==> src/rtl/clkdiv_ctrl_pkg.sv <==
// Shared types and constants for the clkdiv_ctrl AON clock-divider controller.
package clkdiv_ctrl_pkg;

   typedef enum logic [1:0] {
      IDLE = 2'd0,
      RUN  = 2'd1,
      PEND = 2'd2,
      STOP = 2'd3
   } state_t;

   localparam logic [7:0] CLKDIV_DEF_HALF = 8'h7f;
   localparam int         EDGE_CNT_W      = 16;

endpackage

==> src/rtl/clkdiv_ctrl_if.sv <==
// Ratio-change handshake between software/PMU (master) and clkdiv_ctrl (slave).
interface clkdiv_ctrl_if #(
   parameter int CNT_W = 8
);
   logic             cfg_valid;
   logic             cfg_ready;
   logic [CNT_W-1:0] cfg_half;

   modport master (output cfg_valid, output cfg_half, input cfg_ready);
   modport slave  (input cfg_valid, input cfg_half, output cfg_ready);
endinterface

==> src/rtl/clkdiv_ctrl_core.sv <==
// Half-period counter and clk_out toggle; holds the half-period currently in force.
module clkdiv_core
   import clkdiv_ctrl_pkg::*;
#(
   parameter int               CNT_W    = 8,
   parameter logic [CNT_W-1:0] DEF_HALF = CNT_W'(CLKDIV_DEF_HALF)
) (
   input  logic             clk,
   input  logic             reset,
   input  logic             run,
   input  logic             load,
   input  logic [CNT_W-1:0] load_half,
   output logic [CNT_W-1:0] cur_half,
   output logic             clk_out,
   output logic             fall_pt,
   output logic             rise_pt
);

   logic [CNT_W-1:0] cnt;
   logic             at_end;

   assign at_end  = (cnt == cur_half);
   assign fall_pt = run & at_end & clk_out;
   assign rise_pt = run & at_end & ~clk_out;

   // run is only dropped while clk_out is already low, so parking never cuts a pulse
   always_ff @(posedge clk or posedge reset) begin
      if (reset) begin
         cnt      <= '0;
         clk_out  <= 1'b0;
         cur_half <= DEF_HALF;
      end else begin
         if (!run) begin
            cnt     <= '0;
            clk_out <= 1'b0;
         end else if (at_end) begin
            cnt     <= '0;
            clk_out <= ~clk_out;
         end else begin
            cnt <= cnt + CNT_W'(1);
         end
         if (load) cur_half <= load_half;
      end
   end

endmodule

==> src/rtl/clkdiv_ctrl.sv <==
// Glitch-free programmable clock-divider controller (run/stop + ratio handshake).
// Optional feature macro: CLKDIV_CTRL_EDGE_CNT_EN adds the 16-bit edge_cnt tick counter.
module clkdiv_ctrl
   import clkdiv_ctrl_pkg::*;
#(
   parameter int               CNT_W    = 8,
   parameter logic [CNT_W-1:0] DEF_HALF = CNT_W'(CLKDIV_DEF_HALF)
) (
   input  logic                  clk,
   input  logic                  reset,
   input  logic                  en,
   clkdiv_ctrl_if.slave          cfg,
   output logic                  clk_out,
   output logic                  tick,
   output logic                  busy,
`ifdef CLKDIV_CTRL_EDGE_CNT_EN
   output logic [EDGE_CNT_W-1:0] edge_cnt,
`endif
   output logic [CNT_W-1:0]      cur_half
);

   state_t           state, state_n;
   logic [CNT_W-1:0] pend_half;
   logic             pend_v;
   logic             run, load;
   logic             fall_pt, rise_pt;

   assign pend_v = ~cfg.cfg_ready;

   clkdiv_core #(.CNT_W(CNT_W), .DEF_HALF(DEF_HALF)) u_core (
      .clk       (clk),
      .reset     (reset),
      .run       (run),
      .load      (load),
      .load_half (pend_half),
      .cur_half  (cur_half),
      .clk_out   (clk_out),
      .fall_pt   (fall_pt),
      .rise_pt   (rise_pt)
   );

   always_ff @(posedge clk or posedge reset) begin
      if (reset) state <= IDLE;
      else       state <= state_n;
   end

   // STOP waits for clk_out low, so a high phase always completes
   always_comb begin
      state_n = state;
      unique case (state)
         IDLE: if (en) state_n = RUN;
         RUN:  if (!en) state_n = STOP;
               else if (pend_v && !fall_pt) state_n = PEND;
         PEND: if (!en) state_n = STOP;
               else if (fall_pt || !pend_v) state_n = RUN;
         STOP: if (!clk_out) state_n = IDLE;
         default: state_n = IDLE;
      endcase
   end

   // A pending ratio only lands on a falling toggle or while parked low
   always_comb begin
      run  = 1'b0;
      load = 1'b0;
      unique case (state)
         IDLE: load = pend_v;
         RUN, PEND: begin
            run  = en | clk_out;
            load = pend_v & fall_pt;
         end
         STOP: begin
            run  = clk_out;
            load = pend_v & ~clk_out;
         end
         default: ;
      endcase
   end

   always_ff @(posedge clk or posedge reset) begin
      if (reset) begin
         cfg.cfg_ready <= 1'b1;
         pend_half     <= '0;
         tick          <= 1'b0;
         busy          <= 1'b0;
      end else begin
         if (load) begin
            cfg.cfg_ready <= 1'b1;
         end else if (cfg.cfg_valid && cfg.cfg_ready) begin
            cfg.cfg_ready <= 1'b0;
            pend_half     <= cfg.cfg_half;
         end
         tick <= rise_pt;
         busy <= (state_n != IDLE);
      end
   end

`ifdef CLKDIV_CTRL_EDGE_CNT_EN
   always_ff @(posedge clk or posedge reset) begin
      if (reset)        edge_cnt <= '0;
      else if (rise_pt) edge_cnt <= edge_cnt + EDGE_CNT_W'(1);
   end
`endif

endmodule
==> src/flat_wrapper.sv <==
// flat-port wrapper written by rule: the top's interface ports become plain ports
module clkdiv_ctrl_flat import clkdiv_ctrl_pkg::*;
#(
   parameter int               CNT_W    = 8,
   parameter logic [CNT_W-1:0] DEF_HALF = CNT_W'(CLKDIV_DEF_HALF)
)
  (clk, reset, en, clk_out, tick, busy, cur_half, cfg_cfg_valid, cfg_cfg_half, cfg_cfg_ready);
  clkdiv_ctrl_if #(.CNT_W(CNT_W)) cfg_i ();
  input  logic clk;
  input  logic reset;
  input  logic en;
  output logic clk_out;
  output logic tick;
  output logic busy;
  output logic [CNT_W-1:0] cur_half;
  input wire logic [$bits(cfg_i.cfg_valid)-1:0] cfg_cfg_valid;
  input wire logic [$bits(cfg_i.cfg_half)-1:0] cfg_cfg_half;
  output wire logic [$bits(cfg_i.cfg_ready)-1:0] cfg_cfg_ready;
  assign cfg_i.cfg_valid = cfg_cfg_valid;
  assign cfg_i.cfg_half = cfg_cfg_half;
  assign cfg_cfg_ready = cfg_i.cfg_ready;
  clkdiv_ctrl #(.CNT_W(CNT_W), .DEF_HALF(DEF_HALF)) u_core (.clk(clk), .reset(reset), .en(en), .cfg(cfg_i), .clk_out(clk_out), .tick(tick), .busy(busy), .cur_half(cur_half));
endmodule
==> config.mk <==
export PLATFORM = sky130hd
export DESIGN_NAME = clkdiv_ctrl_flat
export DESIGN_NICKNAME = d
export VERILOG_FILES = /design/src/rtl/clkdiv_ctrl_pkg.sv /design/src/rtl/clkdiv_ctrl_if.sv /design/src/rtl/clkdiv_ctrl_core.sv /design/src/rtl/clkdiv_ctrl.sv /design/src/flat_wrapper.sv
export SDC_FILE = /design/constraint.sdc
export NUM_CORES = 1
export LEC_CHECK = 0
export ABC_AREA = 1
export CAP_MARGIN = 20
export CORE_MARGIN = 4
export CORE_UTILIZATION = 48
export CTS_CLUSTER_DIAMETER = 60
export CTS_CLUSTER_SIZE = 24
export DETAILED_ROUTE_END_ITERATION = 12
export GPL_TIMING_DRIVEN = 0
export HOLD_SLACK_MARGIN = 0.15
export PLACE_DENSITY = 0.8
export SLEW_MARGIN = 10
export SYNTH_ARGS = -nofsm -noshare
export SYNTH_HDL_FRONTEND = slang
export SYNTH_HIERARCHICAL = 1
export SYNTH_SLANG_ARGS = --single-unit
export TNS_END_PERCENT = 100
==> constraint.sdc <==
create_clock -name clk -period 2.2 [get_ports clk]
set_clock_uncertainty 0.15 [all_clocks]
set_input_delay 0.55 -clock clk [delete_from_list [all_inputs] [get_ports clk]]
set_output_delay 0.55 -clock clk [all_outputs]
set_load 0.01 [all_outputs]
==> flow_metrics.env, run 1 <==
export IMPL_crit_path_top_delay_cell="dfstp_2"
export IMPL_drt_pass1_iter_count=4
export IMPL_switchingPower_uw=961
export IMPL_grt_pass1_wl_mm=5.11
export IMPL_fmax_ghz=0.468
export IMPL_fin_nets=258
export IMPL_hold_buffers=0
export IMPL_synth_fp_nets=219
export IMPL_drc_errors=0
export IMPL_status="finished, final reports clean"
export IMPL_slowest_delay_ns=0.57
export IMPL_grt_usage_pct=15.8
export IMPL_overflow=0
export IMPL_portBuffers=23
export IMPL_crit_path_start_kind="flip-flop"
export IMPL_maxSlewHeadroom_pct=59.4
export IMPL_viasPerCell=4.64
export IMPL_endpoint_kind="output pin"
export IMPL_synth_edf_count=0
export IMPL_hpwl_mm=2.37
export IMPL_rr_worst_depth=15
export IMPL_syn_cell_area_um2=1590
export IMPL_critical_path_peak_fanout=4
export IMPL_yosysTopAreaCellShare_pct=34.6
export IMPL_synth_common_cells="nand2_1 (64), inv_1 (33), dfrtp_1 (22)"
export IMPL_setup_viol_count_final=0
export IMPL_yosys_warnings=6
export IMPL_crit_arrival_ns=1.44
export IMPL_hold_viol=0
export IMPL_cts_sinks=30
export IMPL_synth_area_leaders="dfrtp_1 (35%), nand2_1 (15%), dfstp_2 (13%)"
export IMPL_synth_cells=202
export IMPL_synth_top_family_by_area="simple AND/OR/NAND/NOR gates"
export IMPL_crit_family="flip-flops"
export IMPL_grt_max_degree=18
export IMPL_p_comb_share_pct=49.8
export IMPL_crit_cells=1
export IMPL_maxSlewViolCount=0
export IMPL_routedWlPerCell_um=10.9
export IMPL_internal_power_uw=1600
export IMPL_die_h_um=65.6
export IMPL_seq_area_frac_synth_pct=47.8
export IMPL_area_growth_pct=29.1
export IMPL_worstSetupPathType="reg -> out"
export IMPL_synthMuxAreaShare_pct=5.66
export IMPL_tightestPinTransition_ns=0.608
export IMPL_dp_cells=269
export IMPL_synthXorXnorAreaFrac_pct=3.30
export IMPL_drv_cap=0
export IMPL_place_congestion=0.799
export IMPL_swShare_pct=37.6
export IMPL_path_buf_inv=1
export IMPL_required_ns=1.50
export IMPL_cp_cell_sequence="clkdlybuf4s50_1"
export IMPL_ir_worst_vdd_uv=774
export IMPL_die_x_um=65.6
export IMPL_synth_cell_types=20
export IMPL_num_rows=20
export IMPL_async_reset_ff_share_pct=100
export IMPL_dieArea_um2=4300
export IMPL_whs_ns=0.329
export IMPL_clk_latency_ns=0.33
export IMPL_routed_wl_mm=3.13
export IMPL_htree_levels=2
export IMPL_synthFlopType="dfrtp_1"
export IMPL_hold_class="reg -> reg"
export IMPL_root_buffer="clkbuf_4"
export IMPL_power_density_nw_per_um2=1240
export IMPL_p_leak_uw=0.00101
export IMPL_clock_path_buffers=2
export IMPL_clk_pin_slew_ns=0.09
export IMPL_post_route_period_util_pct=97.1
export IMPL_worstHoldPathCells=2
export IMPL_yosys_area_top_type="dfrtp_1"
export IMPL_synth_simple_area_share_pct=24.6
export IMPL_antenna_left=0
export IMPL_core_area_um2=3100
export IMPL_fin_cells=286
export IMPL_ys_ff_latch=30
export IMPL_p_seq_share_pct=37.1
export IMPL_vias=1328
export IMPL_cts_tree="yes"
export IMPL_grt_pass1_vias=1218
export IMPL_synth_compound_area_share_pct=5.50
export IMPL_avgSynthCellArea_um2=7.88
export IMPL_antenna_found_initial=0
export IMPL_fin_crit_ns=2.14
export IMPL_dr_first_iter_drc_count=56
export IMPL_drive_gt1_share_pct=21.1
export IMPL_p_clk_share_pct=13.1
export IMPL_yosys_area_share_adder_pct=3.93
export IMPL_synth_most_common_cell="nand2_1"
export IMPL_cts_buffers=5
export IMPL_diodes=0
export IMPL_initial_core_util_pct=51.3
export IMPL_io_pins=24
-- routing by layer --
metal	vias to the layer above	routed length [um]	track usage, %
met2	26	1580	26.3
met4	0	55	6.99
met1	603	1360	18.9
met5	-	0	0
met3	6	131	4.62
li1	693	-	-
-- sequential cells by signal, summed over array words and instances (netlist names) --
signal                  cells
u_core/u_core/cur_half      8
u_core/u_core/cnt           8
u_core/cfg.cfg_ready        1
u_core/busy                 1
u_core/state                2
u_core/u_core/clk_out       1
u_core/pend_half            8
u_core/tick                 1
-- power by group through the flow --
stage               Sequential [uW]  Clock (uW)  Combinational, uW
floorplan                       984           0                658
global placement                969           0               1010
detailed placement              979           0               1030
CTS                             953         345               1120
global route                    976         380               1420
finish                          948         334               1270
-- area by class of cell --
type	count	area, um2
sequential	30	761
clock buffer	7	55.1
clock inverter	1	5.00
fill	271	1050
multi-input combinational	133	703
tap	44	55.1
timing repair buffer	32	315
inverter	38	145
buffer	1	15.0
-- logic make-up (layout without fill, tap and decap cells) --
family          after synthesis  after routing
buf+inv                      39             79
simple gates                 97             97
mux                           8              8
xor+xnor                      6              6
flops                        30             30
compound gates               17             17
fa+ha+maj                     5              5
-- worst register-to-register path, cell delays in order, from the launching register on --
cell,delay (ns)
dfstp_2,0.57
inv_2,0.06
nand2_1,0.05
nand2_1,0.05
nor2_1,0.09
nand2_1,0.07
nor2_2,0.16
nand2_2,0.08
nor2_4,0.11
o21ai_0,0.09
nand2_1,0.08
nand2_2,0.07
inv_4,0.10
buf_8,0.11
nand2_1,0.06
o21ai_0,0.09
-- cells in the final DEF, fill, tap and decap left out, types with 7 or more instances in the layout --
cell             synthesis  final
buf_4                    0      8
nand3_1                  8      8
clkdlybuf4s50_1          0     23
nand2_2                  4      7
nor2_1                  17     16
dfstp_2                  8      8
inv_1                   33     30
nand2_1                 64     61
o21ai_0                 12     10
inv_2                    5      7
dfrtp_1                 22     22
mux2_2                   8      8
-- path summary, 6_finish.rpt --
| check | startpoint | to | slack, ns |
|---|---|---|---|
| min | u_core/pend_half[3] | u_core/u_core/cur_half[3] | 0.33 |
| max reg2reg | u_core/u_core/cur_half[5] | u_core/u_core/cur_half[5] | 0.12 |
| min in group asynchronous | reset | u_core/state[1] | 0.42 |
| max in group asynchronous | reset | u_core/u_core/cur_half[7] | 1.04 |
| min reg2reg | u_core/pend_half[3] | u_core/u_core/cur_half[3] | 0.33 |
| max | u_core/u_core/cur_half[5] | cur_half[5] | 0.06 |
-- stage by stage --
stage / cell area, um2 / total power (uW) / utilization (%) / TNS (ns) / setup WS, ns
after floorplan: 1600 / 1640 / - / 0 / 0.0406
after detailed placement: 1880 / 2010 / 60.6 / -5.76 / -0.655
after CTS: 1980 / 2410 / 63.7 / 0 / 0.0116
after global routing: 2050 / 2780 / 66.2 / -0.147 / -0.0401
after global placement: 1880 / 1980 / 60.6 / -5.79 / -0.663
final: 2050 / 2560 / 66.2 / 0 / 0.0647
-- what timing repair did --
| action | in CTS | in global routing |
|---|---|---|
| pin swaps | 1 | 3 |
| setup endpoints to repair | 8 | 10 |
| gates cloned | 0 | 1 |
| setup buffers | 3 | 5 |
| resized for setup | 4 | 11 |
(Power assumes the default switching activity.)
==> run 2, diff against run 1 <==
--- a/config.mk
+++ b/config.mk
@@ -14,7 +14,7 @@
 export DETAILED_ROUTE_END_ITERATION = 12
 export GPL_TIMING_DRIVEN = 0
 export HOLD_SLACK_MARGIN = 0.15
-export PLACE_DENSITY = 0.8
+export PLACE_DENSITY_LB_ADDON = 0.25
 export SLEW_MARGIN = 10
 export SYNTH_ARGS = -nofsm -noshare
 export SYNTH_HDL_FRONTEND = slang
==> run 2 against run 1 <==
  * Fmax up 0.38%
  * Critical path depth unchanged
  * Die area unchanged
  * Cell count rose by 1.0%
  * Sequential cell count unchanged
  * Non-clock buffer count rose by 3
  * Critical endpoint is now cur_half[4]
  * Highest routed layer unchanged
==> flow_metrics.env, run 2 (synthesis results as in run 1) <==
export IMPL_hold_class="reg -> reg"
export IMPL_power_density_nw_per_um2=1310
export IMPL_whs_ns=0.337
export IMPL_reg_top3="u_core/pend_half (8), u_core/u_core/cnt (8), u_core/u_core/cur_half (8)"
export IMPL_highest_layer="met4"
export IMPL_antenna_left=0
export IMPL_maxSlewViolCount=0
export IMPL_endpoint_kind="output pin"
export IMPL_wl_met3_um=139
export IMPL_area_growth_pct=33.4
export IMPL_clock_path_buffers=2
export IMPL_hold_buffers=0
export IMPL_crit_path_top_delay_cell="dfstp_2"
export IMPL_fin_crit_ns=2.13
export IMPL_p_seq_share_pct=34.3
export IMPL_cts_sinks=30
export IMPL_routedWlPerCell_um=11.5
export IMPL_root_buffer="clkbuf_4"
export IMPL_grt_pass1_vias=1225
export IMPL_cts_buffers=5
export IMPL_wl_met1_mm=1.64
export IMPL_overflow=0
export IMPL_path_buf_inv=1
export IMPL_vias=1333
export IMPL_io_pins=24
export IMPL_final_common_cell="nand2_1"
export IMPL_worstSetupPathType="reg -> out"
export IMPL_critical_path_peak_fanout=3
export IMPL_core_area_um2=3100
export IMPL_switchingPower_uw=1050
export IMPL_drv_cap=0
export IMPL_pre_cts_ws_ns=-0.777
export IMPL_fin_ws_ns=0.0728
export IMPL_ir_worst_vdd_uv=749
export IMPL_p_leak_uw=0.00109
export IMPL_place_congestion=0.835
export IMPL_clk_latency_ns=0.33
export IMPL_status="finished, final reports clean"
export IMPL_htree_levels=2
export IMPL_crit_end="cur_half[4]"
export IMPL_p_clk_share_pct=15.9
export IMPL_final_cell_mix="nand2_1 (58), inv_1 (29), dfrtp_1 (22)"
export IMPL_dp_cells=269
export IMPL_rr_worst_depth=15
export IMPL_grt_max_degree=18
export IMPL_portBuffers=23
export IMPL_die_h_um=65.6
export IMPL_cts_tree="yes"
export IMPL_initial_core_util_pct=51.3
export IMPL_dieArea_um2=4300
export IMPL_crit_family="flip-flops"
export IMPL_hold_viol=0
export IMPL_dr_first_iter_drc_count=34
export IMPL_crit_cells=1
export IMPL_clk_pin_slew_ns=0.10
export IMPL_p_comb_share_pct=49.8
export IMPL_grt_usage_pct=17.4
export IMPL_maxSlewHeadroom_pct=57.0
export IMPL_drc_errors=0
export IMPL_crit_arrival_ns=1.43
export IMPL_power_total_uw=2780
export IMPL_slowest_delay_ns=0.56
export IMPL_fin_nets=261
export IMPL_num_rows=20
export IMPL_crit_start="u_core/u_core/cur_half[4]"
export IMPL_post_route_period_util_pct=96.7
export IMPL_swShare_pct=37.9
export IMPL_required_ns=1.50
export IMPL_viasPerCell=4.61
export IMPL_drt_pass1_iter_count=4
export IMPL_fin_cells=289
export IMPL_diodes=0
export IMPL_antenna_found_initial=0
export IMPL_route_met2_wl_mm=1.49
export IMPL_fin_tns_setup_ns=0
export IMPL_cp_cell_sequence="clkdlybuf4s50_1"
export IMPL_reg2reg_to="u_core/u_core/cur_half[0]"
export IMPL_tightestPinTransition_ns=0.645
export IMPL_internal_power_uw=1720
export IMPL_die_x_um=65.6
export IMPL_setup_viol_count_final=0
export IMPL_grt_pass1_wl_mm=5.58
export IMPL_crit_path_start_kind="flip-flop"
export IMPL_fmax_ghz=0.470
export IMPL_reg2reg_slack_ns=0.10
export IMPL_drive_gt1_share_pct=25.3
export IMPL_routed_wl_mm=3.32
export IMPL_hpwl_mm=2.28
export IMPL_rr_startpoint="u_core/u_core/cur_half[4]"
-- run 2: what timing repair did --
action	in CTS	in global routing
pin swaps	1	13
hold endpoints to repair	0	0
setup endpoints to repair	8	13
gates resized for setup	6	27
setup buffers	3	8
cloned	0	1
-- run 2: metal layers --
layer | vias to the layer above | GRT usage, %
met3 | 5 | 5.81
met1 | 603 | 23.3
li1 | 696 | -
met2 | 29 | 26.3
met5 | - | 0
met4 | 0 | 6.22
-- run 2: per-stage QoR --
step	util, %	area, um2
floorplan	-	1600
global placement	60.6	1880
detailed placement	60.6	1880
CTS	64.2	1990
global route	68.4	2120
finish	68.4	2120
-- run 2: worst min path at each step --
stage                         startpoint                   endpoint  slack (ns)  cells past startpoint
2_1_floorplan                      reset                u_core/busy        0.28                      1
3_3_place_gp         u_core/pend_half[3]  u_core/u_core/cur_half[3]        0.31                      2
3_5_place_dp         u_core/pend_half[3]  u_core/u_core/cur_half[3]        0.32                      2
4_1_cts              u_core/pend_half[3]  u_core/u_core/cur_half[3]        0.35                      2
5_1_grt        u_core/u_core/cur_half[4]  u_core/u_core/cur_half[4]        0.37                      2
6_report             u_core/pend_half[3]  u_core/u_core/cur_half[3]        0.34                      2
-- run 2: power groups by stage --
| stage | Sequential (uW) | Clock [uW] | Combinational (uW) |
|---|---|---|---|
| after floorplan | 984 | 0 | 658 |
| after global placement | 964 | 0 | 1030 |
| after detailed placement | 979 | 0 | 1040 |
| after CTS | 956 | 449 | 1140 |
| after global routing | 983 | 482 | 1550 |
| final | 953 | 440 | 1380 |
-- run 2: area by class of cell --
type	instances	area, um2
inverter	38	145
clock buffer	6	41.3
timing repair buffer	35	349
buffer	1	15.0
tap	44	55.1
clock inverter	2	37.5
sequential	30	761
fill	264	980
multi-input combinational	133	719
==> run 3, diff against run 2 <==
--- a/config.mk
+++ b/config.mk
@@ -9,7 +9,6 @@
 export CAP_MARGIN = 20
 export CORE_MARGIN = 4
 export CORE_UTILIZATION = 48
-export CTS_CLUSTER_DIAMETER = 60
 export CTS_CLUSTER_SIZE = 24
 export DETAILED_ROUTE_END_ITERATION = 12
 export GPL_TIMING_DRIVEN = 0
==> results of run 3 <==
Final layout, timing and power as in run 2 (identical DEF).
